**config.mk**
```make
export PLATFORM = sky130hd
export DESIGN_NAME = mem_responder_flat
export DESIGN_NICKNAME = d
export VERILOG_FILES = /design/src/rtl/mem_resp_pkg.sv /design/src/rtl/mem_responder_if.sv /design/src/rtl/mem_resp_array.sv /design/src/rtl/mem_responder.sv /design/src/flat_wrapper.sv
export SDC_FILE = /design/constraint.sdc
export NUM_CORES = 2
export LEC_CHECK = 0
export ABC_AREA = 1
export CAP_MARGIN = 25
export CORE_MARGIN = 3
export CORE_UTILIZATION = 50
export CTS_BUF_LIST = sky130_fd_sc_hd__clkbuf_4
export DETAILED_ROUTE_END_ITERATION = 16
export PLACE_DENSITY_LB_ADDON = 0.12
export SETUP_SLACK_MARGIN = 0.4
export SKIP_CTS_REPAIR_TIMING = 1
export SLEW_MARGIN = 25
export SYNTH_ARGS = -nofsm -noshare
export SYNTH_HDL_FRONTEND = slang
export SYNTH_SLANG_ARGS = --single-unit
```
**constraint.sdc**
```tcl
create_clock -name clk_i -period 5.5 [get_ports clk_i]
set_clock_uncertainty 0.05 [all_clocks]
set_input_delay 0.825 -clock clk_i [delete_from_list [all_inputs] [get_ports clk_i]]
set_output_delay 0.825 -clock clk_i [all_outputs]
set_load 0.02 [all_outputs]
```
**src/rtl/mem_resp_pkg.sv**
```systemverilog
// Shared types and helpers for the mem_responder memory target.
// Optional feature macro used by the top: MEM_RESP_ALIGN_CHECK_EN.
package mem_resp_pkg;

    localparam int unsigned DATA_W = 32;
    localparam int unsigned ADDR_W = 32;

    typedef enum logic [1:0] {
        StIdle,
        StWait,
        StResp
    } state_e;

    // True when the word index addresses an existing array entry.
    function automatic logic idx_in_range(input logic [ADDR_W-3:0] widx,
                                          input int unsigned depth);
        return ({2'b00, widx} < depth);
    endfunction

endpackage

```
**src/rtl/mem_responder_if.sv**
```systemverilog
// Load/store request bus between the core (master) and the memory responder (slave).
interface mem_responder_if;
    import mem_resp_pkg::*;

    logic              req;
    logic              we;
    logic [ADDR_W-1:0] addr;
    logic [DATA_W-1:0] wdata;
    logic              ack;
    logic [DATA_W-1:0] rdata;
    logic              err;

    modport master (
        output req,
        output we,
        output addr,
        output wdata,
        input  ack,
        input  rdata,
        input  err
    );

    modport slave (
        input  req,
        input  we,
        input  addr,
        input  wdata,
        output ack,
        output rdata,
        output err
    );

endinterface

```
**src/rtl/mem_resp_array.sv**
```systemverilog
// DEPTH x DATA_W storage with one synchronous read/write port.
// Contents are never reset; rdata_o changes only on an enabled read.
module mem_resp_array
    import mem_resp_pkg::*;
#(
    parameter int unsigned DEPTH = 64,
    parameter int unsigned IdxW  = $clog2(DEPTH)
) (
    input  logic              clk_i,
    input  logic              en_i,
    input  logic              we_i,
    input  logic [IdxW-1:0]   idx_i,
    input  logic [DATA_W-1:0] wdata_i,
    output logic [DATA_W-1:0] rdata_o
);

    logic [DATA_W-1:0] mem_q [DEPTH];
    logic [DATA_W-1:0] rdata_q;

    always_ff @(posedge clk_i) begin
        if (en_i) begin
            if (we_i) begin
                mem_q[idx_i] <= wdata_i;
            end else begin
                rdata_q <= mem_q[idx_i];
            end
        end
    end

    assign rdata_o = rdata_q;

endmodule

```
**src/rtl/mem_responder.sv**
```systemverilog
// Word-addressed memory responder with programmable wait states and error flag.
// Define MEM_RESP_ALIGN_CHECK_EN to flag addr[1:0] != 0 as an error.
module mem_responder
    import mem_resp_pkg::*;
#(
    parameter int unsigned DEPTH       = 64,
    parameter int unsigned WAIT_CYCLES = 2
) (
    input logic            clk_i,
    input logic            rst_ni,
    mem_responder_if.slave bus
);

    localparam int unsigned IdxW = $clog2(DEPTH);

    state_e            state_q;
    logic [3:0]        cnt_q;
    logic              we_q;
    logic [ADDR_W-1:0] addr_q;
    logic [DATA_W-1:0] wdata_q;
    logic              ack_q;
    logic              err_q;
    logic              rd_valid_q;

    logic              acc_go;
    logic              acc_we;
    logic              acc_err;
    logic [ADDR_W-1:0] acc_addr;
    logic [DATA_W-1:0] acc_wdata;
    logic              arr_en;
    logic [DATA_W-1:0] arr_rdata;

    // The array access happens on the edge that enters StResp. With zero wait
    // states that is the acceptance edge, so the live bus feeds the port.
    always_comb begin
        acc_go    = 1'b0;
        acc_we    = we_q;
        acc_addr  = addr_q;
        acc_wdata = wdata_q;
        unique case (state_q)
            StIdle: begin
                acc_we    = bus.we;
                acc_addr  = bus.addr;
                acc_wdata = bus.wdata;
                acc_go    = bus.req && (WAIT_CYCLES == 0);
            end
            StWait:  acc_go = (cnt_q == 4'd1);
            default: acc_go = 1'b0;
        endcase
    end

    always_comb begin
        acc_err = !idx_in_range(acc_addr[ADDR_W-1:2], DEPTH);
`ifdef MEM_RESP_ALIGN_CHECK_EN
        acc_err = acc_err || (acc_addr[1:0] != 2'b00);
`endif
    end

    // Held off during reset so an abandoned write never reaches the array.
    assign arr_en = acc_go && !acc_err && rst_ni;

    mem_resp_array #(
        .DEPTH (DEPTH),
        .IdxW  (IdxW)
    ) u_array (
        .clk_i   (clk_i),
        .en_i    (arr_en),
        .we_i    (acc_we),
        .idx_i   (acc_addr[IdxW+1:2]),
        .wdata_i (acc_wdata),
        .rdata_o (arr_rdata)
    );

    always_ff @(posedge clk_i or negedge rst_ni) begin
        if (!rst_ni) begin
            state_q    <= StIdle;
            cnt_q      <= 4'd0;
            we_q       <= 1'b0;
            addr_q     <= '0;
            wdata_q    <= '0;
            ack_q      <= 1'b0;
            err_q      <= 1'b0;
            rd_valid_q <= 1'b0;
        end else begin
            ack_q <= 1'b0;
            err_q <= 1'b0;
            unique case (state_q)
                StIdle: begin
                    if (bus.req) begin
                        we_q    <= bus.we;
                        addr_q  <= bus.addr;
                        wdata_q <= bus.wdata;
                        cnt_q   <= 4'(WAIT_CYCLES);
                        state_q <= (WAIT_CYCLES > 0) ? StWait : StResp;
                    end
                end
                StWait: begin
                    cnt_q <= cnt_q - 4'd1;
                    if (cnt_q == 4'd1) begin
                        state_q <= StResp;
                    end
                end
                StResp:  state_q <= StIdle;
                default: state_q <= StIdle;
            endcase
            if (acc_go) begin
                ack_q <= 1'b1;
                err_q <= acc_err;
                // A failed read shows zero; a write leaves the visible rdata alone.
                if (!acc_we) begin
                    rd_valid_q <= !acc_err;
                end
            end
        end
    end

    assign bus.ack   = ack_q;
    assign bus.err   = err_q;
    assign bus.rdata = rd_valid_q ? arr_rdata : '0;

endmodule

```
**src/flat_wrapper.sv**
```systemverilog
// flat-port wrapper written by rule: the top's interface ports become plain ports
module mem_responder_flat import mem_resp_pkg::*;
#(
    parameter int unsigned DEPTH       = 64,
    parameter int unsigned WAIT_CYCLES = 2
)
  (clk_i, rst_ni, bus_req, bus_we, bus_addr, bus_wdata, bus_ack, bus_rdata, bus_err);
  mem_responder_if bus_i ();
  input logic clk_i;
  input logic rst_ni;
  input wire logic [$bits(bus_i.req)-1:0] bus_req;
  input wire logic [$bits(bus_i.we)-1:0] bus_we;
  input wire logic [$bits(bus_i.addr)-1:0] bus_addr;
  input wire logic [$bits(bus_i.wdata)-1:0] bus_wdata;
  output wire logic [$bits(bus_i.ack)-1:0] bus_ack;
  output wire logic [$bits(bus_i.rdata)-1:0] bus_rdata;
  output wire logic [$bits(bus_i.err)-1:0] bus_err;
  assign bus_i.req = bus_req;
  assign bus_i.we = bus_we;
  assign bus_i.addr = bus_addr;
  assign bus_i.wdata = bus_wdata;
  assign bus_ack = bus_i.ack;
  assign bus_rdata = bus_i.rdata;
  assign bus_err = bus_i.err;
  mem_responder #(.DEPTH(DEPTH), .WAIT_CYCLES(WAIT_CYCLES)) u_core (.clk_i(clk_i), .rst_ni(rst_ni), .bus(bus_i));
endmodule
```
== Word level (Yosys, flattened, before mapping) ==
Memory sizes are Yosys's and may differ from the RTL's. A register that Yosys moved wholly into a read port is not among the register bits.
Cells that the tools add are included.
Widths: inputs -> output; s select.
Storage, ports and cells
  bits in registers: 74
  output and inout bits: 34
  word-level logic and storage cells: 41
  bits in writable memories: 2048
  memories kept: 1
Memories
  u_core.u_array.mem_q: words 64, width 32, rd ports 1, clocked after memory_dff 1, write ports 1, line mem_resp_array.sv:17  | logic [DATA_W-1:0] mem_q [DEPTH];
Operators by class
  bitwise operators: 1
  eq/ne operators: 4
  $add $sub $neg: 1
  reduce and logical (&&, ||, !) cells: 10
  mux-type cells: 15
  order comparisons: 1
Operators by type and width (number)
  $mux 32: 3
  $lt 30x7->1 const B: 1
  $reduce_and 2->1: 5
  $pmux 4 s2: 1
  $mux 1: 7
  $eq 4x1->1 const B: 1
  $mux 2: 2
  $mux 4: 1
  $pmux 2 s2: 1
  $sub 4x1->4 const B: 1
  $eq 2x1->1 const B: 1
  $logic_and 1x1->1: 2
  $logic_not 2->1: 1
  $ne 2x1->1 const B: 1
  $ne 2x2->1 const B: 1
  $reduce_bool 2->1: 1
  $logic_not 1->1: 1
  $not 1->1: 1

== Longest topological paths before layout ==
  depth after elaboration: 7
  depth in mapped cells: 17

== Cells and area by module ==
Synthesis repeated with hierarchy kept, for this count alone.
Second synthesis, totals
  cell total of the unflattened synthesis: 8928
  area, all modules: 91179.9 um2
By module, submodules not included
  mem_resp_array: times used 1, sequential area each 62459.9 um2, cells an instance 8442, area an instance 87448.9 um2
  mem_responder: times used 1, sequential area each 1801.7 um2, cells an instance 486, area an instance 3731.1 um2

== Worst setup path after synthesis ==
No wires, ideal clock.
  kind: register to register
  start point: register u_core.state_q[0]
  end point: memory u_core.u_array.mem_q[0][23] (data pin)
  clock period less this slack: 4.175 ns
  path buffers: 2
  cell stages (with the launch flop): 6
  arrival: 3.423 ns
  setup slack: 1.325 ns
  path through: dfrtp_1 > inv_1 > nand2_1 > buf_2 > clkbuf_1 > o21ai_0
On the way
  cells in the longest elaborated chain, start to end: 2
Ends and longest elaborated chain
  start, declared: line mem_responder.sv:16  | state_e state_q;
  start signal, assigned: line mem_responder.sv:76  | state_q <= StIdle;
  start signal, assigned: line mem_responder.sv:94  | state_q <= (WAIT_CYCLES > 0) ? StWait : StResp;
  start signal, assigned: line mem_responder.sv:100  | state_q <= StResp;
  $logic_not 2->1: line mem_responder.sv:40  | unique case (state_q)
  $mux 32: line mem_responder.sv:40
  named net u_core.acc_wdata[23]: line mem_responder.sv:29  | logic [DATA_W-1:0] acc_wdata;
  end, declared: line mem_resp_array.sv:17
The timed path passes the listed nets, and every way through them passes these cells.

== Worst setup path in the final report ==
  start point: register u_core.state_q[1]
  end point: register u_core.u_array.rdata_q[17] (netlist: u_core.u_array.rdata_o[17]), read port of u_core.u_array.mem_q (data pin)
On the way
  cells in the longest elaborated chain, start to end: 6
Ends and longest elaborated chain
  $logic_not 2->1: line mem_responder.sv:40
  $mux 32: line mem_responder.sv:40
  $lt 30x7->1: line mem_resp_pkg.sv:17  | return ({2'b00, widx} < depth);
  $logic_and 1x1->1 (2 in series): line mem_responder.sv:60  | assign arr_en = acc_go && !acc_err && rst_ni;
  $reduce_and 2->1 (no line)
  end, declared: line mem_resp_array.sv:18  | logic [DATA_W-1:0] rdata_q;
Parallel ways exist; a longest one is shown, timed or not.
A chain may end at the register's enable or synchronous reset.

==> impl_summary.log <==
[metrics] layout filler cell count: about 16000
[metrics] Worst-path clk slew: about 60 ps
[metrics] classification of the worst-slack hold path: primary input to flop
[metrics] area taken by flip-flops and latches: approximately 0.064 mm2
[metrics] setup repair after global routing missed its margin: false
[metrics] switching share of power: between 40 and 50%
[metrics] met2 wire length: approximately 130 mm
[metrics] net count after synthesis: around 9100
[metrics] number of rows in the core area: approximately 160
[metrics] sequential group share of total power: between 30% and 40%
[metrics] met3 wire length: roughly 26 mm
[metrics] Layout Nets: about 9500
[metrics] Buffers on Ports: around 100
[metrics] gate family responsible for the most delay along the worst path: simple AND/OR/NAND/NOR gates
[metrics] clock share of power: 22.1%
[metrics] die outline area: about 0.19 mm2
[metrics] min-delay src: bus_wdata[20]
[metrics] GR Overflow Total: 0
[metrics] Post-Synthesis Cells: just over 9000
[metrics] via count: 66100
[metrics] H-tree depth: 6
[metrics] Post-Syn Area: 0.0918 mm2
[metrics] power density of the placed cells: around 600 mW/mm2
[metrics] Final Cycle Share: 80.5%
[metrics] Tightest Pin Transition: between 1000 and 1500 ps
[metrics] clock buffer count from CTS: ~570
[metrics] wire length of the first global-routing pass: about 410 mm
[metrics] Clk Latency, worst-skew pair: roughly 1400 ps
[metrics] number of maximum-capacitance constraint violations: 0
[metrics] CTS tree: built
[metrics] worst-case clock buffer depth: 4
[metrics] status: finished clean
[metrics] Crit Path Class: flop to flop
[metrics] final RePlAce weighted congestion: roughly 0.85
[metrics] number of design rule violations left after detail routing: 0
[metrics] worst supply voltage drop on vdd: 530 uV
[metrics] top layer used by detailed routing: met5
[metrics] CP Launch Type: flop
[metrics] area added between synthesis and finish: 13.2%
[metrics] residual antenna-violating net count after detailed routing: 0
[metrics] y dimension of the die: ~430 um
[metrics] number of flip-flops and latches in the synthesized netlist: between 2000 and 2500
[metrics] critical path buffer and inverter count: 2
[metrics] Yosys cell types: 29
[metrics] arrival time at the worst endpoint: 5590 ps
[metrics] post-layout minimum cycle time: roughly 4400 ps
[metrics] share of total power in combinational logic: 43.3%
[metrics] Critical Path RT: 6660 ps
[metrics] worst path cell trace: nor2_4 -> nand2_4 -> nand2_4 -> buf_4 -> buf_12 -> nand2_1 -> nand2_1 -> nand2_1 -> nand2_1 -> nand2_1 -> nand2_1 -> nand2_1 -> nand2_1 -> nor2_1 -> nand2_1
[metrics] cell type with the highest occurrence count on the critical path: nand2_1
[metrics] fraction of final layout cells sized beyond drive strength 1: 12.4%
[metrics] DRC marker count from the first detailed-route iteration: around 7000
[metrics] crit path launch: u_core.state_q[1]
[metrics] Synth warnings: 0
[metrics] average wire per cell in the routed design: ~23 um
[metrics] routed wire length: about 280 mm
[metrics] initial cell density of the core: about 51%
[metrics] crit end category: flop
[metrics] number of failing hold endpoints at the final stage: 0
[metrics] worst-path fanout max: 53
[metrics] pre-CTS WS: roughly 950 ps
[metrics] placeable core area: around 0.18 mm2
[metrics] largest net degree at the start of global routing: approximately 130
[metrics] area of combinational cells with multiple inputs: around 0.026 mm2
[metrics] Max Clk Rate: 226 MHz
[metrics] count of clock tree sinks: 2152
[metrics] reg-to-reg slack, setup: ~1100 ps
[metrics] number of antenna violations at the first check in global routing: 13
[metrics] Rel. slew slack: 27.7%
[metrics] clock root cell: clkbuf_4
[metrics] summed negative setup slack over all endpoints: 0 ps
[metrics] Slowest-stage cell, CP: nor2_4
[metrics] Detail Placement HPWL: 150 mm
[metrics] standby leakage power: 43.9 nW
[metrics] fraction of the yosys area taken by sequential cells: approximately 70%
[metrics] pins over their slew limit: 0
[metrics] switching power summed over all nets: approximately 27 mW
[metrics] average instance area after synthesis: just over 10 um2
[metrics] internal power: ~35 mW
[metrics] first-pass detailed-route iteration total: 8
[metrics] CP max stage delay: just under 800 ps
[metrics] hold slack: ~52 ps
[metrics] via count of the first global-routing pass: about 63000
[metrics] Final setup violation count: 0
[metrics] aggregate global-route resource usage: about 29%
[metrics] worst-case setup margin in the final layout: ~1100 ps
[metrics] routed via count divided by cell count: 5.43
[metrics] I/O Pins: between 100 and 150
[metrics] wire length on met1: roughly 110 mm
[metrics] Die X: around 430 um
[metrics] Worst R2R Start: u_core.state_q[1]
[worst register-to-register path, stage by stage (launching register included)]
cell,delay [ps]
dfrtp_1,440
nor2_4,790
nand2_4,530
nand2_4,560
buf_4,390
buf_12,330
nand2_1,110
nand2_1,70
nand2_1,40
nand2_1,70
nand2_1,70
nand2_1,100
nand2_1,90
nand2_1,450
nor2_1,150
nand2_1,90
[per-stage QoR]
| step | cells | cell area [um2] | power, mW | util, % |
|---|---|---|---|---|
| 6_report | 12200 | 104000 | 62.0 | 57.2 |
| 5_1_grt | 12200 | 104000 | 65.7 | 57.2 |
| 4_1_cts | 12100 | 104000 | 62.1 | 57.0 |
| 3_5_place_dp | 11200 | 96700 | 48.4 | 53.3 |
| 3_3_place_gp | 11200 | 96500 | 47.9 | 53.1 |
| 2_1_floorplan | 9047 | 91800 | 38.1 | - |
[layer usage]
metal / track usage [%] / up-vias
met5: 0 / -
met3: 6.04 / 462
met2: 45.2 / 3060
met4: 13.7 / 6
met1: 40.3 / 31800
li1: - / 30800
[final timing paths]
check | endpoint | cells past startpoint
max | u_core.u_array.rdata_o[17] | 15
min | u_core.wdata_q[20] | 3
max reg2reg | u_core.u_array.rdata_o[17] | 15
min reg2reg | u_core.addr_q[11] | 2
max in group asynchronous | u_core.wdata_q[3] | 3
min in group asynchronous | u_core.addr_q[26] | 3
[layout by cell type (no fill, tap or decap), drive strengths merged]
cell type	Yosys	routed
nand2	5261	5261
edfxtp	2080	2080
clkbuf	236	832
nand3	719	719
buf	283	209
nor2	152	152
inv	133	147
clkdlybuf4s50	0	98
o21ai	83	83
dfrtp	72	72
clkinv	0	69
dlygate4sd3	0	27
nor4	11	11
diode	0	10
bufinv	0	10
nor3	9	9
a31oi	2	2
ha	2	2
xnor2	1	1
o22ai	1	1
a22oi	1	1
o32ai	1	1
clkinvlp	0	1
[cell families (layout without fill, tap and decap cells)]
family                   count (synthesis)  after routing  share of synthesized area (%)
XOR/XNOR                                 1              1                        0.00955
adder cells (fa/ha/maj)                  2              2                         0.0273
buffers and inverters                  652           1393                           3.02
flip-flops                            2152           2152                           70.0
other                                    0             10                              0
AND/OR/NAND/NOR                       6152           6152                           26.4
AO/OA/AOI/OAI                           88             88                          0.519
[power by group through the flow]
stage                     combinational, mW  clock, mW  sequential (mW)
after floorplan                        15.8          0             22.2
after global placement                 26.1          0             21.8
after detailed placement               26.5          0             21.8
after CTS                              26.6       14.0             21.5
after global routing                   29.3       14.9             21.5
final                                  26.8       13.7             21.5
[synth_stat cells (all sizes together)]
library cell	count	area (um2)
o32ai	1	8.76
nor2	152	601
xnor2	1	8.76
nor4	11	68.8
clkbuf	236	886
nand2	5261	19800
edfxtp	2080	62500
nor3	9	103
o22ai	1	6.26
dfrtp	72	1800
nand3	719	3700
inv	133	499
ha	2	25.0
o21ai	83	442
a22oi	1	7.51
buf	283	1390
a31oi	2	12.5
[final cells by class]
cell class / instances / share of cell area [%]
flip-flops and latches: 2152 / 61.9
clock inverters: 94 / 0.599
clock buffers: 832 / 6.01
diodes: 10 / 0.0241
multi-input cells: 6243 / 24.8
inverters: 133 / 0.481
repair buffers: 334 / 3.39
well taps: 2370 / 2.86
[sequential cells by signal, summed over array words and instances (netlist names)]
signal,count
u_core.u_array.rdata_o,32
u_core.we_q,1
u_core.u_array.mem_q,2048
u_core.addr_q,30
u_core.wdata_q,32
u_core.bus.ack,1
u_core.state_q,2
u_core.bus.err,1
u_core.rd_valid_q,1
u_core.cnt_q,4
Note: power is estimated with default switching activity, not from simulation.
